==> src/rtl/pong_pkg.sv <==
// rtl/pong_pkg.sv - shared state encoding and defaults for the pong design
//
// Purpose: state codes and default sizes shared by the sequencer, draw and
//   datapath blocks, so every consumer of the state bus decodes it the same way.
// Contents:
//   state_t       3-bit game state encoding (MENU=0 .. END_GAME=5)
//   PONG_SCORE_W  default width of the score and max-score registers
//   PONG_MAX_DEF  default winning score loaded at reset
package pong_pkg;

  typedef enum logic [2:0] {
    S_MENU      = 3'd0,
    S_SET       = 3'd1,
    S_START     = 3'd2,
    S_PLAY      = 3'd3,
    S_END_POINT = 3'd4,
    S_END_GAME  = 3'd5
  } state_t;

  localparam int PONG_SCORE_W = 5;
  localparam int PONG_MAX_DEF = 5;

endpackage

==> src/rtl/btn_edge_frame.sv <==
// rtl/btn_edge_frame.sv - once-per-frame rising-edge detector for a button level
//
// Purpose: turns an already synchronised button level into a single-cycle press
//   pulse. The level is only looked at on frame_tick, so at most one press per
//   frame is possible and a held button fires exactly once.
// Ports:
//   clk_pix     in  pixel clock, posedge
//   reset       in  synchronous, active-high
//   frame_tick  in  one-cycle pulse per frame
//   level       in  button level
//   press       out high for the frame_tick cycle on which a new press is seen
module btn_edge_frame (
  input  logic clk_pix,
  input  logic reset,
  input  logic frame_tick,
  input  logic level,
  output logic press
);

  logic prev;

  // prev starts at 1 so a button held through reset needs a release first.
  always_ff @(posedge clk_pix) begin
    if (reset) begin
      prev <= 1'b1;
    end else if (frame_tick) begin
      prev <= level;
    end
  end

  // Combinational so the consuming FSM acts on the same edge as frame_tick.
  assign press = frame_tick & level & ~prev;

endmodule

==> src/rtl/game_sequencer.sv <==
// rtl/game_sequencer.sv - pong game-flow FSM, scores, max-score setting and serve side
//
// Purpose: runs MENU/SET/START/PLAY/END_POINT/END_GAME, parks or animates the
//   ball datapath through ball_reset/play_en, and owns the scores, the
//   max-score setting and which paddle serves next.
// Ports:
//   clk_pix, reset            pixel clock; synchronous active-high reset
//   frame_tick                one-cycle pulse per frame; buttons and hold timer step on it
//   btn_launch/btn_up/btn_down synchronised button levels
//   left_hit/right_hit        ball reached left/right wall, read only in PLAY
//   state                     current state code (pong_pkg::state_t)
//   menu_sel                  menu cursor: 0 = PLAY, 1 = SET-SCORE
//   max_score                 winning score
//   score_p1/score_p2         left/right player scores
//   serve_p2                  0 = serve from left paddle, 1 = from right paddle
//   ball_reset/play_en        high in START / PLAY respectively
//   game_over                 high in END_GAME
module game_sequencer
  import pong_pkg::*;
#(
  parameter int SCORE_W     = PONG_SCORE_W,
  parameter int MAX_DEF     = PONG_MAX_DEF,
  parameter int MAX_MIN     = 1,
  parameter int MAX_MAX     = 15,
  parameter int HOLD_FRAMES = 60
) (
  input  logic               clk_pix,
  input  logic               reset,
  input  logic               frame_tick,
  input  logic               btn_launch,
  input  logic               btn_up,
  input  logic               btn_down,
  input  logic               left_hit,
  input  logic               right_hit,
  output logic [2:0]         state,
  output logic               menu_sel,
  output logic [SCORE_W-1:0] max_score,
  output logic [SCORE_W-1:0] score_p1,
  output logic [SCORE_W-1:0] score_p2,
  output logic               serve_p2,
  output logic               ball_reset,
  output logic               play_en,
  output logic               game_over
);

  localparam int                 HOLD_W    = $clog2(HOLD_FRAMES + 1);
  localparam logic [HOLD_W-1:0]  HOLD_LAST = HOLD_W'(HOLD_FRAMES - 1);
  localparam logic [SCORE_W-1:0] SCORE_TOP = {SCORE_W{1'b1}};
  localparam logic [SCORE_W-1:0] SET_MAX   = SCORE_W'(MAX_MAX);
  localparam logic [SCORE_W-1:0] SET_MIN   = SCORE_W'(MAX_MIN);

  state_t            state_r;
  state_t            state_nx;
  logic [HOLD_W-1:0] hold_cnt;
  logic              launch_press;
  logic              up_press;
  logic              down_press;
  logic              game_won;

  btn_edge_frame u_btn_launch (
    .clk_pix    (clk_pix),
    .reset      (reset),
    .frame_tick (frame_tick),
    .level      (btn_launch),
    .press      (launch_press)
  );

  btn_edge_frame u_btn_up (
    .clk_pix    (clk_pix),
    .reset      (reset),
    .frame_tick (frame_tick),
    .level      (btn_up),
    .press      (up_press)
  );

  btn_edge_frame u_btn_down (
    .clk_pix    (clk_pix),
    .reset      (reset),
    .frame_tick (frame_tick),
    .level      (btn_down),
    .press      (down_press)
  );

  // Scores are already updated on entry to END_POINT, so this sees the new point.
  assign game_won = (score_p1 >= max_score) || (score_p2 >= max_score);

  always_comb begin
    state_nx = state_r;
    case (state_r)
      S_MENU:      if (launch_press) state_nx = menu_sel ? S_SET : S_START;
      S_SET:       if (launch_press) state_nx = S_MENU;
      S_START:     if (launch_press) state_nx = S_PLAY;
      S_PLAY:      if (left_hit || right_hit) state_nx = S_END_POINT;
      S_END_POINT: if (frame_tick && hold_cnt == HOLD_LAST)
                     state_nx = game_won ? S_END_GAME : S_START;
      S_END_GAME:  if (launch_press) state_nx = S_MENU;
      default:     state_nx = S_MENU;
    endcase
  end

  // The decoded strobes are registered from state_nx so they line up exactly
  // with the registered state.
  always_ff @(posedge clk_pix) begin
    if (reset) begin
      state_r    <= S_MENU;
      menu_sel   <= 1'b0;
      max_score  <= SCORE_W'(MAX_DEF);
      score_p1   <= '0;
      score_p2   <= '0;
      serve_p2   <= 1'b0;
      hold_cnt   <= '0;
      ball_reset <= 1'b0;
      play_en    <= 1'b0;
      game_over  <= 1'b0;
    end else begin
      state_r    <= state_nx;
      ball_reset <= (state_nx == S_START);
      play_en    <= (state_nx == S_PLAY);
      game_over  <= (state_nx == S_END_GAME);

      case (state_r)
        S_MENU: begin
          // Launch wins over a cursor move landing in the same frame.
          if (launch_press) begin
            if (!menu_sel) begin
              score_p1 <= '0;
              score_p2 <= '0;
            end
          end else if (up_press || down_press) begin
            menu_sel <= ~menu_sel;
          end
        end

        S_SET: begin
          if (up_press && !down_press && max_score < SET_MAX) begin
            max_score <= max_score + 1'b1;
          end else if (down_press && !up_press && max_score > SET_MIN) begin
            max_score <= max_score - 1'b1;
          end
        end

        S_PLAY: begin
          // Clearing here means the count is zero on every entry to END_POINT.
          hold_cnt <= '0;
          if (right_hit && !left_hit) begin
            if (score_p1 != SCORE_TOP) score_p1 <= score_p1 + 1'b1;
            serve_p2 <= 1'b1;
          end else if (left_hit && !right_hit) begin
            if (score_p2 != SCORE_TOP) score_p2 <= score_p2 + 1'b1;
            serve_p2 <= 1'b0;
          end
        end

        S_END_POINT: begin
          if (frame_tick) hold_cnt <= hold_cnt + 1'b1;
        end

        S_END_GAME: begin
          if (launch_press) menu_sel <= 1'b0;
        end

        default: ;
      endcase
    end
  end

  assign state = state_r;

endmodule

==> config.mk <==
export PLATFORM = sky130hd
export DESIGN_NAME = game_sequencer
export DESIGN_NICKNAME = d
export VERILOG_FILES = /design/src/rtl/pong_pkg.sv /design/src/rtl/btn_edge_frame.sv /design/src/rtl/game_sequencer.sv
export SDC_FILE = /design/constraint.sdc
export NUM_CORES = 1
export LEC_CHECK = 0
export ABC_AREA = 1
export CAP_MARGIN = 15
export CELL_PAD_IN_SITES_DETAIL_PLACEMENT = 1
export CELL_PAD_IN_SITES_GLOBAL_PLACEMENT = 1
export CORE_ASPECT_RATIO = 1.75
export CORE_MARGIN = 4
export CORE_UTILIZATION = 30
export DETAILED_ROUTE_END_ITERATION = 8
export PLACE_DENSITY = 0.66
export SYNTH_ARGS = -nofsm -noshare
export SYNTH_HDL_FRONTEND = slang
export SYNTH_SLANG_ARGS = --single-unit
==> constraint.sdc <==
create_clock -name clk_pix -period 1.7 [get_ports clk_pix]
set_clock_uncertainty 0.05 [all_clocks]
set_input_delay 0.255 -clock clk_pix [delete_from_list [all_inputs] [get_ports clk_pix]]
set_output_delay 0.255 -clock clk_pix [all_outputs]
set_load 0.03 [all_outputs]
Yosys cells after proc, flatten, opt, wreduce, memory -nomap -nowiden:

Cells that the tools add are included.
W data, S select, Z words.

* flip-flop bits (word level): 32
* input bits: 8
* word-level logic and storage cells: 108

* add/sub/neg operators: 5
* order comparisons: 4
* equality and inequality tests: 22
* mux-type cells: 27
* bitwise operators: 10
* reduce and logical (&&, ||, !) cells: 27

Operators by type and width (count)
* $mux W5: 9
* $ne A2 B2 Y1 const B: 11
* $pmux W5 S2: 2
* $mux W3: 6
* $add A5 B1 Y5 const B: 3
* $pmux W3 S5: 1
* $eq A3 B2 Y1 const B: 4
* $pmux W6 S2: 1
* $ge A5 B5 Y1: 2
* $ne A5 B5 Y1 const B: 2
* $reduce_bool A2 Y1: 5
* $eq A3 B3 Y1 const B: 3
* $logic_and A1 B1 Y1: 7
* $add A6 B1 Y6 const B: 1
* $and A1 B1 Y1: 6
* $eq A6 B6 Y1 const B: 1
* $mux W6: 1
* $reduce_and A2 Y1: 3
* $reduce_and A6 Y1: 1
* $gt A5 B1 Y1 const B: 1
* $lt A5 B4 Y1 const B: 1
* $mux W1: 5
* $reduce_and A5 Y1: 1
* $sub A5 B1 Y5 const B: 1
* other kinds (9): 17

Longest topological paths before layout:

Gate-level depths: netlist of run 1.

* word-level depth: 7
* depth in mapped cells: 13
* depth with buffers taken out: 12

Hierarchy:

A second synthesis of run 1 with hierarchy kept.

* cell total of the unflattened synthesis: 300
* area, all modules: 2124.5 um^2

Modules (own cells, without submodules)
* game_sequencer: times used 1, cells an instance 279, area each 1985.7 um^2, seq. area each 580.6 um^2
* btn_edge_frame: times used 3, cells an instance 7, area each 46.3 um^2, seq. area each 20.0 um^2

Worst setup path after synthesis of run 1:

No wires, ideal clock.

* path type: register -> register
* from: reg max_score[2]
* to: reg game_over
* data arrival time: 1.669 ns
* required time: 1.537 ns
* path slack: -0.132 ns
* cell stages (with the launch flop): 12
* path buffers: 1
* clock period less this slack: 1.832 ns
* path through: dfxtp_1 -> buf_2 -> inv_1 -> ha_1 -> a21oi_1 -> nand2_1 -> nand2_1 -> nand3_1 -> nand2_1 -> nand2_1 -> nor2_1 -> nor2_1

* longest elaborated chain between the ends: 6
* elaborated cells between the ends (all ways): 7
* classes of those cells: 2 x order compare; 1 x eq/ne; 3 x mux; 1 x reduce/logical

RTL lines
* start: declaration: line game_sequencer.sv:37 `output logic [SCORE_W-1:0] max_score,`
* start signal: assignment: line game_sequencer.sv:107 `max_score <= SCORE_W'(MAX_DEF);`
* start signal: assignment: line game_sequencer.sv:136 `max_score <= max_score + 1'b1;`
* start signal: assignment: line game_sequencer.sv:138 `max_score <= max_score - 1'b1;`
* $ge A5 B5 Y1: line game_sequencer.sv:85 `assign game_won = (score_p1 >= max_score) || (score_p2 >= max_score);`
* $logic_or A1 B1 Y1 (*): line game_sequencer.sv:85
* $mux W3 (*): line game_sequencer.sv:95 `state_nx = game_won ? S_END_GAME : S_START;`
* $mux W3 (*): line game_sequencer.sv:94 `S_END_POINT: if (frame_tick && hold_cnt == HOLD_LAST)`
* $pmux W3 S5 (*): line game_sequencer.sv:89 `case (state_r)`
* $eq A3 B3 Y1 (*): line game_sequencer.sv:119 `game_over <= (state_nx == S_END_GAME);`
* end signal: assignment: line game_sequencer.sv:119
* end: declaration: line game_sequencer.sv:43 `output logic game_over`

Mark *: on every way between the ends. The rest lies on a longest branch, timed or not.
A chain may end at the register's enable or synchronous reset.

Worst setup path in the final report of run 1:

* from: reg menu_sel
* to: out menu_sel

RTL lines
* start: declaration: line game_sequencer.sv:36 `output logic menu_sel,`
* start signal: assignment: line game_sequencer.sv:130 `menu_sel <= ~menu_sel;`

No word-level cell between the ends.

==> qor.csv, run 1 <==
metric;value;unit
WHS Path Cells;3;
Detailed Route WL;6.09;mm
Fillers;845;
Worst setup SP type;register;
Die X;69.9;um
Routed WL per cell;13.5;um
CTS H-tree lvls;2;
register cell area after layout;659;um^2
dpl cells;441;
post-synthesis area per instance;6.70;um^2
largest fanout on the critical path;4;
CP Cell Sequence;clkdlybuf4s50_1;
NumNets Final;397;
peak supply drop;385;uV
Clock Root Buffer;clkbuf_16;
top cells by area, synth;dfxtp_1 32%, ha_1 13%, nand2_1 13%;
Hold Fails Final Rpt;0;
grt total ovfl;0;
Layout Cells excl Fill;451;
Worst EP arrival;1.33;ns
Yosys Warn Count;0;
worst min-delay path class;in -> reg;
Worst-path clk slew;0.05;ns
syn_nets;329;
layout cell share with drive strength beyond 1;23.0;%
RSZ-0062 raised after global routing;yes;
largest net degree at the start of global routing;11;
max incr delay on CP;0.68;ns
Peak Freq;611;MHz
area delta synth->final;46.6;%
fin crit period;1.64;ns
worst path buffer plus inverter count;1;
synth unique cells;30;
top-area cell type share of the netlist area;31.9;%
Worst Reg-to-Reg Cells;10;
Max-Cap Viols;0;
Yosys top cell by area;dfxtp_1;
Rows;39;
cell count after synthesis;300;
vias in the first global route;2252;
CTS Buffer Depth;2;
Worst path depth;1;
fin util;45.1;%
post-synthesis sequential area ratio;31.9;%
max-slew violation count;0;
#FFs+latches synth;32;
initial antenna violation count;0;
Final Total Pwr;2110;uW
Worst path slowest cell;clkdlybuf4s50_1;
Antenna Nets Post-Route;0;
Placer Congestion;0.830;
Skew-Pair Late Insertion Delay;0.28;ns
status;complete, no violations;
area of the multi-input gates;0.00130;mm^2
max_slew headroom;74.8;%
part of the cycle the worst path needs;96.2;%
total power density per cell area;717;mW/mm^2
CTS tree;yes;
ANT cells;0;
# DRC;0;
Initial Util;30.8;%
Worst Path Required;1.39;ns
DR vias;2132;
Total GRT Usage;15.8;%
Leakage;0.00143;uW
crit path capture type;output pin;
synthesized area;0.00201;mm^2
core area;0.00654;mm^2
first-pass GRT wire length;10.1;mm
Vias per Instance;4.73;
Worst Max-Slew Pin Slew;0.375;ns
setup tns final;0;ns
CP top delay family;buffers and inverters;
Initial DRT Pass Iterations;4;
post-DP HPWL;4.81;mm
Initial DRC Count;53;
CTS Sinks;32;
CTS buffer count;5;
endpoints failing setup;0;
die area;0.00813;mm^2
worst setup path class;reg -> out;
most frequent cells in the layout;62 x nand2_1, 42 x inv_1, 38 x nor2_1;
Die H;116;um
IO Count;31;
hold_buf cts;0;
commonest non-fill, non-tap cell in the layout;nand2_1;
PortBufs;30;
## Yosys cell counts
cell type and instances:
a211oi_1 1, a21oi_1 18, a221oi_1 1, and2_1 1
and3_1 1, buf_2 1, buf_4 1, clkbuf_1 1
dfxtp_1 32, ha_1 21, inv_1 47, inv_2 1
nand2_1 68, nand2_2 3, nand3_1 21, nand3_2 1
nand3b_1 1, nand4_1 1, nor2_1 41, nor2_2 1
nor3_1 7, nor3_2 1, nor3b_1 1, o211ai_1 1
o21ai_0 13, o21ai_1 4, o21bai_1 1, or2_0 1
xnor2_1 1, xor2_1 7
## layer usage
layer / track usage (%) / vias up / wire length, um
met5: 0 / - / 0
met4: 7.16 / 0 / 231
met3: 3.10 / 16 / 170
met2: 32.1 / 33 / 3470
met1: 14.8 / 990 / 2220
li1: - / 1093 / -
## final cells by class
type	count	area share, %
sequential	32	22.4
clock inverter	2	1.19
inverter	48	6.11
timing repair buffer	63	18.4
tap	82	3.48
clock buffer	6	4.37
multi-input combinational	218	44.1
## report_power, final
part	switching, uW	internal (uW)	total, uW
Sequential	20.6	770	791
Combinational	173	124	297
Clock	337	689	1030
Total	530	1580	2110
## worst paths after layout
check / startpoint / endpoint / slack, ns
worst min register to register: serve_p2 / serve_p2 / 0.41
worst max-delay path: menu_sel / menu_sel / 0.06
worst max register to register: score_p1[0] / score_p1[2] / 0.11
worst min-delay path: frame_tick / u_btn_up.prev / 0.38
## cell families (layout without fill, tap and decap cells)
logic type / after synthesis / in the layout / synth area share, %
AOI/OAI and AO/OA: 39 / 39 / 10.3
xor gates and xnor gates: 8 / 8 / 3.48
adders and majority gates: 21 / 21 / 13.1
buffers and inverters: 51 / 119 / 9.77
DFF: 32 / 32 / 31.9
and+or+nand+nor: 149 / 150 / 31.6
## flip-flops by register name (all words and copies together), names as in the netlist, 3 cells and up
signal	count
score_p1	5
max_score	5
state	3
hold_cnt	6
score_p2	5
## through the flow
step	setup WS (ns)	hold slack, ns	instance area [um^2]
after floorplan	0.0202	0.331	2020
after global placement	-0.245	0.399	2640
after detailed placement	-0.300	0.411	2640
after CTS	-0.000737	0.420	2790
after global routing	-0.0407	0.431	2950
final	0.0645	0.377	2950
## timing repair
item                       4_1_cts  5_1_grt
cloned                           0        1
setup endpoints to repair       16       23
resized for setup               15       48
buffers inserted                 0        1
pin swaps                        0       10
No activity file was read; power rests on OpenSTA's default activity.
==> run 2: changes to the inputs <==
--- a/config.mk
+++ b/config.mk
@@ -12,6 +12,7 @@
 export CORE_ASPECT_RATIO = 1.75
 export CORE_MARGIN = 4
 export CORE_UTILIZATION = 30
+export CTS_CLUSTER_SIZE = 24
 export DETAILED_ROUTE_END_ITERATION = 8
 export PLACE_DENSITY = 0.66
 export SYNTH_ARGS = -nofsm -noshare
==> constraint.sdc (replaced) <==
create_clock -name clk_pix -period 1.8 [get_ports clk_pix]
set_clock_uncertainty 0.05 [all_clocks]
set_input_delay 0.27 -clock clk_pix [delete_from_list [all_inputs] [get_ports clk_pix]]
set_output_delay 0.27 -clock clk_pix [all_outputs]
set_load 0.03 [all_outputs]
==> qor.csv, run 2 (synthesis results as in run 1) <==
metric;value;unit;change
status;complete, no violations;;unchanged
Placer Congestion;0.790;;was 0.830
Antenna Nets Post-Route;0;;unchanged
hold path endpoint;u_btn_launch.prev;;was u_btn_up.prev
grt total ovfl;0;;unchanged
die area;0.00813;mm^2;unchanged
Rows;39;;unchanged
post-DP HPWL;4.78;mm;was 4.81 mm
IO Count;31;;unchanged
ANT cells;0;;unchanged
Cell Area, Placed;0.00259;mm^2;was 0.00264 mm^2
area delta synth->final;39.3;%;was 46.6%
Initial DRC Count;43;;was 53
Max-Cap Viols;0;;unchanged
Worst Reg-to-Reg Cells;9;;was 10
Initial Util;30.8;%;unchanged
CTS H-tree lvls;2;;unchanged
endpoints failing setup;0;;unchanged
DR vias;2089;;was 2132
largest net degree at the start of global routing;12;;was 11
Skew-Pair Late Insertion Delay;0.27;ns;was 0.28 ns
CP Cell Sequence;buf_4, clkdlybuf4s50_1;;was clkdlybuf4s50_1
routed length on met2;3.41;mm;was 3.47 mm
# DRC;0;;unchanged
Routed WL per cell;13.2;um;was 13.5 um
Largest Register;hold_cnt;;unchanged
CP top delay family;buffers and inverters;;unchanged
max reg flops;6;;unchanged
Reg2Reg Launch Point;score_p1[0];;unchanged
Worst path slowest cell;clkdlybuf4s50_1;;unchanged
WL met3;126;um;was 170 um
core area;0.00654;mm^2;unchanged
CTS Buffer Depth;2;;unchanged
max incr delay on CP;0.66;ns;was 0.68 ns
Hold Crit Start;frame_tick;;unchanged
CTS tree;yes;;unchanged
Clock Root Buffer;clkbuf_16;;unchanged
max_slew headroom;78.8;%;was 74.8%
Worst EP arrival;1.43;ns;was 1.33 ns
post-layout instance area;0.00280;mm^2;was 0.00295 mm^2
commonest non-fill, non-tap cell in the layout;nand2_1;;unchanged
Post-CTS Repair Setup Buffers;0;;unchanged
max-slew violation count;0;;unchanged
crit path capture type;output pin;;unchanged
initial antenna violation count;0;;unchanged
vias in the first global route;2214;;was 2252
Initial DRT Pass Iterations;4;;unchanged
Vias per Instance;4.75;;was 4.73
part of the cycle the worst path needs;97.0;%;
final worst slack;0.0539;ns;was 0.0645 ns
register cell area after layout;648;um^2;was 659 um^2
Die X;69.9;um;unchanged
Leakage;0.00134;uW;was 0.00143 uW
area of the multi-input gates;0.00122;mm^2;was 0.00130 mm^2
pre-CTS setup slack;-0.209;ns;was -0.300 ns
met1 WL;2.12;mm;was 2.22 mm
PortBufs;30;;unchanged
r2r endpoint;score_p1[1];;was score_p1[2]
Total GRT Usage;15.3;%;was 15.8%
peak supply drop;414;uV;was 385 uV
RSZ-0062 raised after global routing;yes;;unchanged
setup slack, reg-to-reg;0.16;ns;was 0.11 ns
fin crit period;1.75;ns;
Peak Freq;573;MHz;
worst min-delay path class;in -> reg;;unchanged
Worst setup SP type;register;;unchanged
Detailed Route WL;5.80;mm;was 6.09 mm
CTS Sinks;32;;unchanged
Die H;116;um;unchanged
Hold Fails Final Rpt;0;;unchanged
total power density per cell area;680;mW/mm^2;was 717 mW/mm^2
fin util;42.8;%;was 45.1%
NumNets Final;387;;was 397
Worst Path Required;1.48;ns;was 1.39 ns
layout cell share with drive strength beyond 1;14.8;%;was 23.0%
largest fanout on the critical path;6;;was 4
worst setup path start;max_score[1];;was menu_sel
worst path buffer plus inverter count;2;;was 1
Worst-path clk slew;0.05;ns;about the same
hold_buf cts;0;;unchanged
CTS buffer count;5;;unchanged
worst setup path class;reg -> out;;unchanged
Worst Max-Slew Pin Slew;0.317;ns;was 0.375 ns
most frequent cells in the layout;67 x nand2_1, 45 x inv_1, 40 x nor2_1;;was 62 x nand2_1, 42 x inv_1, 38 x nor2_1
Fillers;862;;was 845
first-pass GRT wire length;9.94;mm;was 10.1 mm
top sig layer;met4;;unchanged
WHS Path Cells;3;;unchanged
run 2: stage by stage:
stage / hold WS [ns] / setup TNS (ns) / cells / total power (uW)
5_1_grt: 0.421 / -0.0124 / 440 / 2000
3_3_place_gp: 0.401 / -1.58 / 433 / 1030
6_report: 0.392 / 0 / 440 / 1910
2_1_floorplan: 0.346 / 0 / 300 / 909
3_5_place_dp: 0.406 / -2.14 / 433 / 1030
4_1_cts: 0.415 / 0 / 440 / 1930
run 2: tightest hold or removal path, cell delays in order:
cell            delay, ns
dlymetal6s2s_1       0.16
buf_6                0.16
o21ai_0              0.08
run 2: timing repair:
| item | CTS | global route |
|---|---|---|
| endpoints found under the hold margin | 0 | 0 |
| gates resized for setup | 2 | 21 |
| pin swaps | 0 | 1 |
| endpoints found under the setup margin | 2 | 18 |
run 2: worst max path at each step:
stage | endpoint | slack, ns | depth (start not counted)
floorplan | max_score[0] | 0.009 | 9
global placement | state[2] | -0.15 | 11
detailed placement | game_over | -0.21 | 11
CTS | game_over | 0.01 | 11
global route | game_over | -0.01 | 10
finish | max_score[1] | 0.05 | 2
run 2: cell type report:
class,count,share of cell area [%]
inverter,48,6.43
multi-input combinational,217,43.4
tap,82,3.66
sequential,32,23.1
clock buffer,7,5.45
timing repair buffer,54,17.9
run 2: power by group:
part	internal [uW]	switching [uW]	leakage [uW]
combinational	115	152	0.00100
clock	580	308	0.0000760
sequential	729	21.7	0.000260
total	1420	481	0.00134
run 2: per-layer routing:
layer	vias to the layer above	track usage, %
met5	-	0
met4	0	6.27
met3	10	2.50
met2	27	31.1
met1	987	15.0
li1	1065	-
==> run 3: changes to the inputs <==
--- a/config.mk
+++ b/config.mk
@@ -10,7 +10,6 @@
 export CELL_PAD_IN_SITES_DETAIL_PLACEMENT = 1
 export CELL_PAD_IN_SITES_GLOBAL_PLACEMENT = 1
 export CORE_ASPECT_RATIO = 1.75
-export CORE_MARGIN = 4
 export CORE_UTILIZATION = 30
 export CTS_CLUSTER_SIZE = 24
 export DETAILED_ROUTE_END_ITERATION = 8
==> qor.csv, run 3 (synthesis results as in run 1) <==
metric;value;unit;change
status;complete, no violations;;unchanged
Layout Cells excl Fill;443;;was 440
worst path buffer plus inverter count;2;;unchanged
largest net degree at the start of global routing;11;;was 12
fin util;43.1;%;was 42.8%
Total GRT Usage;17.2;%;was 15.3%
RSZ-0062 raised after global routing;no;;was yes
Antenna Nets Post-Route;0;;unchanged
CTS Sinks;32;;unchanged
crit path capture type;output pin;;unchanged
IO Count;31;;unchanged
Die X;63.9;um;was 69.9 um
Final Total Pwr;1980;uW;was 1910 uW
Worst Path Required;1.48;ns;about the same
CTS H-tree lvls;2;;unchanged
Worst Max-Slew Pin Slew;0.331;ns;was 0.317 ns
vias in the first global route;2057;;was 2214
peak supply drop;402;uV;was 414 uV
max-slew violation count;0;;unchanged
Skew-Pair Late Insertion Delay;0.28;ns;was 0.27 ns
die area;0.00705;mm^2;was 0.00813 mm^2
Clock Root Buffer;clkbuf_16;;unchanged
max incr delay on CP;0.68;ns;was 0.66 ns
Worst path slowest cell;clkdlybuf4s50_1;;unchanged
max reg flops;6;;unchanged
worst setup path class;reg -> out;;unchanged
Initial DRC Count;62;;was 43
area delta synth->final;39.1;%;was 39.3%
Vias per Instance;4.68;;was 4.75
PortBufs;30;;unchanged
Fillers;817;;was 862
ANT cells;0;;unchanged
endpoints failing setup;0;;unchanged
Hold Fails Final Rpt;0;;unchanged
CP Cell Sequence;buf_4, clkdlybuf4s50_1;;unchanged
# DRC;0;;unchanged
Rows;39;;unchanged
largest fanout on the critical path;7;;was 6
DR vias;2072;;was 2089
Worst-path clk slew;0.05;ns;about the same
core area;0.00649;mm^2;was 0.00654 mm^2
CTS buffer count;5;;unchanged
register cell area after layout;649;um^2;was 648 um^2
Worst EP arrival;1.43;ns;about the same
fin crit period;1.75;ns;about the same
Leakage;0.00133;uW;was 0.00134 uW
Die H;110;um;was 116 um
Worst setup SP type;register;;unchanged
Largest Register;hold_cnt;;unchanged
Peak Freq;572;MHz;was 573 MHz
max_slew headroom;77.9;%;was 78.8%
Initial Util;31.0;%;was 30.8%
Max-Cap Viols;0;;unchanged
first-pass GRT wire length;9.36;mm;was 9.94 mm
area of the multi-input gates;0.00120;mm^2;was 0.00122 mm^2
Initial DRT Pass Iterations;4;;unchanged
grt total ovfl;0;;unchanged
CTS tree;yes;;unchanged
most frequent cells in the layout;67 x nand2_1, 44 x inv_1, 40 x nor2_1;;was 67 x nand2_1, 45 x inv_1, 40 x nor2_1
Cell Area, Placed;0.00259;mm^2;about the same
Placer Congestion;0.777;;was 0.790
NumNets Final;389;;was 387
commonest non-fill, non-tap cell in the layout;nand2_1;;unchanged
Post-CTS Repair Setup Buffers;0;;unchanged
layout cell share with drive strength beyond 1;15.2;%;was 14.8%
post-DP HPWL;4.50;mm;was 4.78 mm
post-layout instance area;0.00280;mm^2;about the same
CTS Buffer Depth;2;;unchanged
part of the cycle the worst path needs;97.1;%;was 97.0%
Detailed Route WL;5.48;mm;was 5.80 mm
worst min-delay path class;reg -> reg;;was in -> reg
total power density per cell area;707;mW/mm^2;was 680 mW/mm^2
Routed WL per cell;12.4;um;was 13.2 um
CP top delay family;buffers and inverters;;unchanged
initial antenna violation count;0;;unchanged
dpl cells;435;;was 433
==> run 3: cell count changes in the layout (fill, tap and decap cells not counted), sizes merged <==
cell	delta
buf	+2
clkdlybuf4s50	+2
dlymetal6s2s	-2
bufinv	+1
clkbuf	-1
clkinv	+1
==> run 3: area by class of cell <==
class | count | share of cell area, %
clock buffers | 6 | 4.61
flip-flops and latches | 32 | 23.2
well taps | 82 | 3.67
clock inverters | 2 | 1.25
repair buffers | 56 | 17.8
multi-input cells | 217 | 43.0
inverters | 48 | 6.44
==> run 3: path summary, 6_finish.rpt <==
| check | startpoint | end | slack (ns) | depth (start not counted) |
|---|---|---|---|---|
| worst max-delay path | max_score[2] | max_score[2] | 0.05 | 2 |
| worst max register to register | score_p1[0] | score_p1[0] | 0.16 | 10 |
| worst min-delay path | u_btn_up.prev | u_btn_up.prev | 0.41 | 2 |
| worst min register to register | u_btn_up.prev | u_btn_up.prev | 0.41 | 2 |
==> run 3: layer usage <==
metal,GRT usage [%],vias to the layer above,share of wire (%)
met1,17.6,960,40
met3,2.88,12,2.0
met5,0,-,0
met2,33.9,26,56
li1,-,1074,-
met4,6.66,0,2.1
==> run 3: tightest hold or removal path, stage by stage, from the launching register on <==
cell and delay [ns]:
dfxtp_1 0.30, inv_1 0.06, o21ai_0 0.06
==> run 3: power by group <==
part | total [uW] | internal (uW) | switching [uW]
Clock | 958 | 650 | 308
Combinational | 269 | 116 | 153
Sequential | 751 | 730 | 21.1
Total | 1980 | 1500 | 482
==> run 3: timing repair <==
item	4_1_cts	5_1_grt
endpoints found under the setup margin	2	16
hold buffers	0	0
resized for setup	2	22
==> run 3: stage by stage <==
stage | setup TNS, ns | hold WS (ns) | worst slack [ns]
floorplan | 0 | 0.346 | 0.00914
global placement | -1.13 | 0.401 | -0.114
detailed placement | -1.76 | 0.412 | -0.179
CTS | 0 | 0.417 | 0.0379
global route | 0 | 0.458 | 0.00195
finish | 0 | 0.413 | 0.0519
